--- src/rtl/uart_rx_frame_ctrl.sv ---
// Frame parser behind a byte-oriented UART receiver: A5 | LEN | payload | CHK.
// Valid frames are held in a payload buffer until the consumer acknowledges them.
module uart_rx_frame_ctrl #(
  parameter int unsigned c_clkfreq   = 100_000_000,
  parameter int unsigned c_baudrate  = 115_200,
  parameter int unsigned c_max_len   = 16,
  parameter int unsigned c_tout_bits = 20
) (
  input  logic       clk,
  input  logic       rst_n,
  input  logic [7:0] rx_data_i,
  input  logic       rx_done_tick_i,
  output logic       frame_valid_o,
  output logic [7:0] frame_len_o,
  input  logic [7:0] rd_addr_i,
  output logic [7:0] rd_data_o,
  input  logic       frame_ack_i,
  output logic       err_chk_o,
  output logic       err_len_o,
  output logic       err_tout_o,
  output logic       err_ovf_o
);

  localparam longint unsigned TOUT_L =
    64'(c_tout_bits) * 64'(c_clkfreq) / 64'(c_baudrate);
  localparam int unsigned TOUT_LIM = (TOUT_L < 64'd1) ? 1 : 32'(TOUT_L);
  localparam int unsigned CW       = $clog2(TOUT_LIM + 1);
  localparam int unsigned IW       = $clog2(c_max_len + 1);
  localparam int unsigned AW       = (c_max_len > 1) ? $clog2(c_max_len) : 1;
  localparam logic [7:0]  HDR      = 8'hA5;
  localparam logic [7:0]  MAXLEN8  = 8'(c_max_len);

  typedef enum logic [2:0] {
    S_IDLE,
    S_LEN,
    S_PAYLOAD,
    S_CHK,
    S_HOLD
  } state_t;

  state_t          state_q, state_d;
  logic [7:0]      len_q, len_d;
  logic [IW-1:0]   idx_q, idx_d;
  logic [7:0]      sum_q, sum_d;
  logic [CW-1:0]   cnt_q, cnt_d;
  logic [7:0]      rd_data_q, rd_data_d;
  logic            err_chk_q, err_chk_d;
  logic            err_len_q, err_len_d;
  logic            err_tout_q, err_tout_d;
  logic            err_ovf_q, err_ovf_d;

  logic            buf_we;
  logic [AW-1:0]   buf_waddr;
  logic [7:0]      mem_q [c_max_len];
  logic            timed;

  always_comb begin
    state_d    = state_q;
    len_d      = len_q;
    idx_d      = idx_q;
    sum_d      = sum_q;
    cnt_d      = '0;
    err_chk_d  = 1'b0;
    err_len_d  = 1'b0;
    err_tout_d = 1'b0;
    err_ovf_d  = 1'b0;
    buf_we     = 1'b0;
    buf_waddr  = idx_q[AW-1:0];
    timed      = (state_q == S_LEN) || (state_q == S_PAYLOAD) || (state_q == S_CHK);

    // A received byte always restarts the inter-byte timer, so it wins over a timeout.
    if (timed && !rx_done_tick_i) begin
      if (cnt_q == CW'(TOUT_LIM - 1)) begin
        err_tout_d = 1'b1;
        state_d    = S_IDLE;
      end else begin
        cnt_d = cnt_q + CW'(1);
      end
    end

    case (state_q)
      S_IDLE: begin
        if (rx_done_tick_i && rx_data_i == HDR) state_d = S_LEN;
      end
      S_LEN: begin
        if (rx_done_tick_i) begin
          if (rx_data_i != 8'h00 && rx_data_i <= MAXLEN8) begin
            len_d   = rx_data_i;
            idx_d   = '0;
            sum_d   = '0;
            state_d = S_PAYLOAD;
          end else begin
            err_len_d = 1'b1;
            state_d   = S_IDLE;
          end
        end
      end
      S_PAYLOAD: begin
        if (rx_done_tick_i) begin
          buf_we = 1'b1;
          idx_d  = idx_q + IW'(1);
          sum_d  = sum_q + rx_data_i;
          if (8'(idx_q) == len_q - 8'd1) state_d = S_CHK;
        end
      end
      S_CHK: begin
        if (rx_done_tick_i) begin
          if (rx_data_i == 8'(len_q + sum_q)) begin
            state_d = S_HOLD;
          end else begin
            err_chk_d = 1'b1;
            state_d   = S_IDLE;
          end
        end
      end
      S_HOLD: begin
        // A byte arriving with the ack is handled as if the block were already idle.
        if (frame_ack_i) begin
          state_d = (rx_done_tick_i && rx_data_i == HDR) ? S_LEN : S_IDLE;
        end else if (rx_done_tick_i) begin
          err_ovf_d = 1'b1;
        end
      end
      default: state_d = S_IDLE;
    endcase

    rd_data_d = (rd_addr_i < MAXLEN8) ? mem_q[rd_addr_i[AW-1:0]] : 8'h00;
  end

  always_ff @(posedge clk or negedge rst_n) begin
    if (!rst_n) begin
      state_q    <= S_IDLE;
      len_q      <= '0;
      idx_q      <= '0;
      sum_q      <= '0;
      cnt_q      <= '0;
      rd_data_q  <= '0;
      err_chk_q  <= 1'b0;
      err_len_q  <= 1'b0;
      err_tout_q <= 1'b0;
      err_ovf_q  <= 1'b0;
    end else begin
      state_q    <= state_d;
      len_q      <= len_d;
      idx_q      <= idx_d;
      sum_q      <= sum_d;
      cnt_q      <= cnt_d;
      rd_data_q  <= rd_data_d;
      err_chk_q  <= err_chk_d;
      err_len_q  <= err_len_d;
      err_tout_q <= err_tout_d;
      err_ovf_q  <= err_ovf_d;
    end
  end

  // Payload storage carries no reset; its contents only matter while a frame is held.
  always_ff @(posedge clk) begin
    if (buf_we) mem_q[buf_waddr] <= rx_data_i;
  end

  assign frame_valid_o = (state_q == S_HOLD);
  assign frame_len_o   = len_q;
  assign rd_data_o     = rd_data_q;
  assign err_chk_o     = err_chk_q;
  assign err_len_o     = err_len_q;
  assign err_tout_o    = err_tout_q;
  assign err_ovf_o     = err_ovf_q;

endmodule

--- config.mk ---
export PLATFORM = sky130hd
export DESIGN_NAME = uart_rx_frame_ctrl
export DESIGN_NICKNAME = d
export VERILOG_FILES = /design/src/rtl/uart_rx_frame_ctrl.sv
export SDC_FILE = /design/constraint.sdc
export NUM_CORES = 1
export LEC_CHECK = 0
export ABC_AREA = 1
export CORE_MARGIN = 4
export CORE_UTILIZATION = 40
export CTS_CLUSTER_SIZE = 16
export DETAILED_ROUTE_END_ITERATION = 8
export PLACE_DENSITY = 0.63
export SLEW_MARGIN = 20
export SYNTH_ARGS = -nofsm -noshare
export SYNTH_HDL_FRONTEND = slang
export SYNTH_SLANG_ARGS = --single-unit
export TNS_END_PERCENT = 1
--- constraint.sdc ---
create_clock -name clk -period 2.1 [get_ports clk]
set_clock_uncertainty 0.2 [all_clocks]
set_input_delay 0.315 -clock clk [delete_from_list [all_inputs] [get_ports clk]]
set_output_delay 0.315 -clock clk [all_outputs]
set_load 0.02 [all_outputs]
-- Word level (Yosys, flattened, before mapping)
Memories as Yosys holds them, arrays and structs flattened.
Index checks and enable logic that the tools add are counted.
- input port bits: 20
- word-level logic and storage cells: 77
- bits in latches: 0
- output and inout bits: 21
- bits in writable memories: 128
- ROM bits: 0
- memories kept: 1
- register bits: 51
- multiply operators: 0
- order comparisons: 2
- shifts and indexed selects: 0
- muxes and demuxes: 37
- divide/modulo/power cells: 0
- eq/ne operators: 11
- add/sub/neg operators: 5
- bitwise gates (word level): 0
- reduce and logical (&&, ||, !) cells: 11
- memories (memory ; words ; width ; rd ports ; clocked after Yosys merged registers in ; write ports ; RTL line ; RTL):
    mem_q ; 16 ; 8 ; 1 ; 0 ; 1 ; 54 ; logic [7:0] mem_q [c_max_len];
- operators by type and width (kind ; count):
    two-way mux 8 bit ; 4
    two-way mux 15 bit ; 2
    two-way mux 3 bit ; 9
    adder 8 bit ; 2
    one-hot mux 8 bit (2 select lines) ; 1
    adder 15 x 1 -> 15 bit, second input constant ; 1
    equality test 15 bit, second input constant ; 1
    two-way mux 1 bit ; 15
    two-way mux 5 bit ; 3
    one-hot mux 3 bit (5 select lines) ; 1
    one-hot mux 5 bit (2 select lines) ; 1
    equality test 5 x 8 -> 1 bit ; 1
    equality test 8 bit ; 1
    equality test 8 bit, second input constant ; 1
    less-or-equal comparator 8 x 5 -> 1 bit, second input constant ; 1
    less-than comparator 8 x 5 -> 1 bit, second input constant ; 1
    nonzero test 8 bit ; 1
    subtractor 8 x 1 -> 8 bit, second input constant ; 1
    equality test 3 x 2 -> 1 bit, second input constant ; 2
    adder 5 x 1 -> 5 bit, second input constant ; 1
    != test 2 bit, second input constant ; 2
    AND reduction 4 bit ; 1
    equality test 3 x 1 -> 1 bit, second input constant ; 1
    equality test 3 bit, second input constant ; 1
    8 further kinds ; 11

-- Longest topological paths before layout
- depth after elaboration: 8
- depth in mapped cells: 12
- mapped depth without buffers: 12

-- Worst setup path after synthesis
Ideal clock, no wire load.
- path type: reg-to-reg
- start point: reg state_q[2]
- end point: mem mem_q[0][0] (enable)
- path buffers: 0
- arrival: 1.479 ns
- clock period less this slack: 2.049 ns
- cell stages (with the launch flop): 6
- data required time: 1.530 ns
- setup slack: 0.051 ns
- library setup time: 0.370 ns
- cell sequence: dfrtp_1 nor3_4 inv_2 nor2_4 nand2_1 nor2_1
- longest elaborated chain between the ends: 4
- RTL lines (element ; RTL line ; RTL):
    start, declared ; 41 ; state_t state_q, state_d;
    start signal, assigned ; 143 ; state_q <= state_d;
    equality test 3 x 2 -> 1 bit ; 81 ; case (state_q)
    two-way mux 1 bit ; 81 ;
    two-way mux 1 bit ; 158 ; if (buf_we) mem_q[buf_waddr] <= rx_data_i;
    two-way mux 1 bit (not written as such) ; 158 ;
    end, declared ; 54 ;
No other way between the ends.

-- Worst setup path in the final report
- start point: reg sum_q[0]
- end point: reg state_q[2]
- longest elaborated chain between the ends: 5
- RTL lines (element ; RTL line ; RTL):
    start, declared ; 44 ; logic [7:0] sum_q, sum_d;
    start signal, assigned ; 146 ; sum_q <= sum_d;
    adder 8 bit ; 108 ; if (rx_data_i == 8'(len_q + sum_q)) begin
    equality test 8 bit ; 108 ;
    two-way mux 3 bit ; 108 ;
    two-way mux 3 bit ; 107 ; if (rx_done_tick_i) begin
    one-hot mux 3 bit (5 select lines) ; 81 ;
    via state_d[2] ; 41 ;
The timed path passes the listed nets, and every way through them passes these cells.
A chain may end at the register's enable or synchronous reset.

==> flow_metrics.tcl <==
set metrics [dict create \
    final.setup.worst_slack_ns 0.0224 \
    cp.arrival_ns 2.24 \
    die_h_um 154 \
    power_density_nw_per_um2 729 \
    cp_data_required_time_ns 2.26 \
    ys.flop_type "edfxtp_1" \
    setup_viol_count_final 0 \
    worstPathMaxFanout 3 \
    slew_viol_final 0 \
    ys_types 41 \
    nets 1004 \
    ir_drop_v 0.000614 \
    num_antenna_cells 0 \
    ant_nets 0 \
    synth_compound_area_share_pct 10.4 \
    final.setup.tns_ns 0 \
    htree_levels 4 \
    synthTopCellsByArea "edfxtp_1, dfrtp_1, nor2_1" \
    cts_tree "yes" \
    max-slew-margin-rel_pct 67.9 \
    vias 6283 \
    gr-total-overflow 0 \
    drt_first_pass_iters 6 \
    syn_nets 893 \
    synth_largest_area_cell "edfxtp_1" \
    power_mw 7.52 \
    drive_gt1_share_pct 15.2 \
    grt_max_degree 44 \
    core_um2 21000 \
    cts_root_buffer "clkbuf_16" \
    yosysSeqAreaShare_pct 60.3 \
    antenna_found_initial 0 \
    fin_cells 1249 \
    drt-initial-drc-count 374 \
    crit_chain "ha_2 > fa_1 > inv_1 > nand2_1 > nand4_1 > nor2_1 > nand3_1 > nor2_1 > nand3_1 > nand2_1" \
    design_area_um2 10300 \
    finalCritPeriodShare_pct 98.9 \
    worst_slew_pin_slew_ns 0.482 \
    synthMuxAreaShare_pct 0 \
    slowest_stage "fa_1" \
    fp.dieW_um 154 \
    clock_latency_ns 0.43 \
    outcome "complete, no violations" \
    row_count 53 \
    crit_path_end_kind "flop" \
    io-pin-count 41 \
    rsz0062_at_grt "true" \
    synthTopCellsByCount "nor2_1, nand2_1, edfxtp_1" \
    clkTransAtPathRegs_ns 0.07 \
    grt_usage_pct 17.5 \
    leakage_nw 4.16 \
    ys_ff_latch 179 \
    cts_buffers 17 \
    fin_crit_ns 2.08 \
    maxCapViolCount 0 \
    synthesis.area_um2 8490 \
    criticalPathCategory "flop to flop" \
    start_util_pct 40.5 \
    grt_pass1_vias 6050 \
    yosysWarnings 0 \
    grt_pass1_wl_um 32300 \
    avgSynthCellArea_um2 9.99 \
    dp_hpwl_um 14300 \
    drt-vias-per-instance 5.03 \
    synth-xor-area-share_pct 1.50 \
    hold_viol 0 \
    max_stage_delay_ns 0.51 \
    synthCells 850 \
    yosysMostFrequentCell "nor2_1" \
    whs_ns 0.198 \
    clock-sinks 179 \
    max_freq_mhz 481 \
    dp_slack_ns -0.444 \
    synth_fa_ha_area_share_pct 3.57 \
    yosys.area_share.simple_pct 19.1 \
    clk_path_buf_depth 2 \
    cp_top_family "adder cells" \
    dieArea_um2 23600 \
    holdCritPathClass "primary input to asynchronous set/reset pin" \
    wire_per_inst_um 16.2 \
    drc 0 \
    io_buffers 40 \
    yosysTopAreaCellShare_pct 45.3 \
    worst-path-buf-inv 1 \
    dpl-instance-area_um2 9730 \
    area_growth_pct 21.6 \
    async_flop_share_pct 28.5 \
    startpoint_type "flop" \
    synth_top_family_by_area "simple AND/OR/NAND/NOR gates" \
    synth_edf_count 128 \
    fin_util_pct 49.3 \
    place_congestion 0.880 \
    wirelength_um 20200 \
    post-place-cells 1215 \
]
cell families (layout without fill, tap and decap cells):
group | Yosys count | count (layout)
AOI/OAI and AO/OA | 153 | 153
xor gates and xnor gates | 13 | 13
adders and majority gates | 23 | 23
buffers and inverters | 106 | 230
DFF | 179 | 179
and+or+nand+nor | 376 | 376
repair_timing:
item,in CTS,in global routing
endpoints found under the setup margin,5,7
hold buffers,1,0
setup buffers,0,1
endpoints found under the hold margin,31,0
gates resized for setup,4,5
flip-flops by register name, indices dropped and copies added, names as in the netlist:
signal,flops
err_tout_o,1
sum_q,8
idx_q,5
frame_len_o,8
state_q,3
mem_q,128
cnt_q,15
err_chk_o,1
err_ovf_o,1
err_len_o,1
rd_data_o,8
cell usage in the layout, fill, tap and decap left out, types with 6 or more instances in the layout:
cell type	count
nand4_1	14
buf_4	74
edfxtp_1	128
nor2_1	157
xor2_1	7
inv_1	68
nor3_1	9
ha_1	19
inv_2	9
a21oi_1	22
nand2_1	133
nand3_1	42
clkbuf_16	17
o21ai_2	6
clkdlybuf4s50_1	34
inv_8	6
o211ai_1	33
o21ai_0	81
dfrtp_1	51
worst paths after layout:
kind / from / endpoint / slack, ns / cells past startpoint
max: sum_q[0] / state_q[2] / 0.02 / 10
min: rst_n / sum_q[7] / 0.20 / 2
max reg2reg: sum_q[0] / state_q[2] / 0.02 / 10
min reg2reg: cnt_q[0] / cnt_q[0] / 0.30 / 1
max in group asynchronous: rst_n / cnt_q[11] / 0.95 / 3
min in group clk: cnt_q[0] / cnt_q[0] / 0.30 / 1
layout make-up:
cell class / count / area [µm²]
clock buffer: 18 / 429
clock inverter: 14 / 139
fill: 1938 / 10600
inverter: 78 / 293
multi-input combinational: 565 / 2940
sequential: 179 / 5120
tap: 275 / 344
timing repair buffer: 120 / 1050
report_power, final:
group	switching, mW	internal, mW
Combinational	0.381	0.260
Sequential	0.0258	3.81
Clock	1.47	1.58
Total	1.87	5.64
metal layers:
metal / wire, µm / GRT usage [%] / share of wire [%]
met5: 0 / 0 / 0
met3: 1040 / 4.39 / 5.2
met4: 227 / 3.53 / 1.1
met1: 8960 / 23.3 / 44
met2: 9990 / 29.3 / 49
Power figures use the tool's default switching activity.
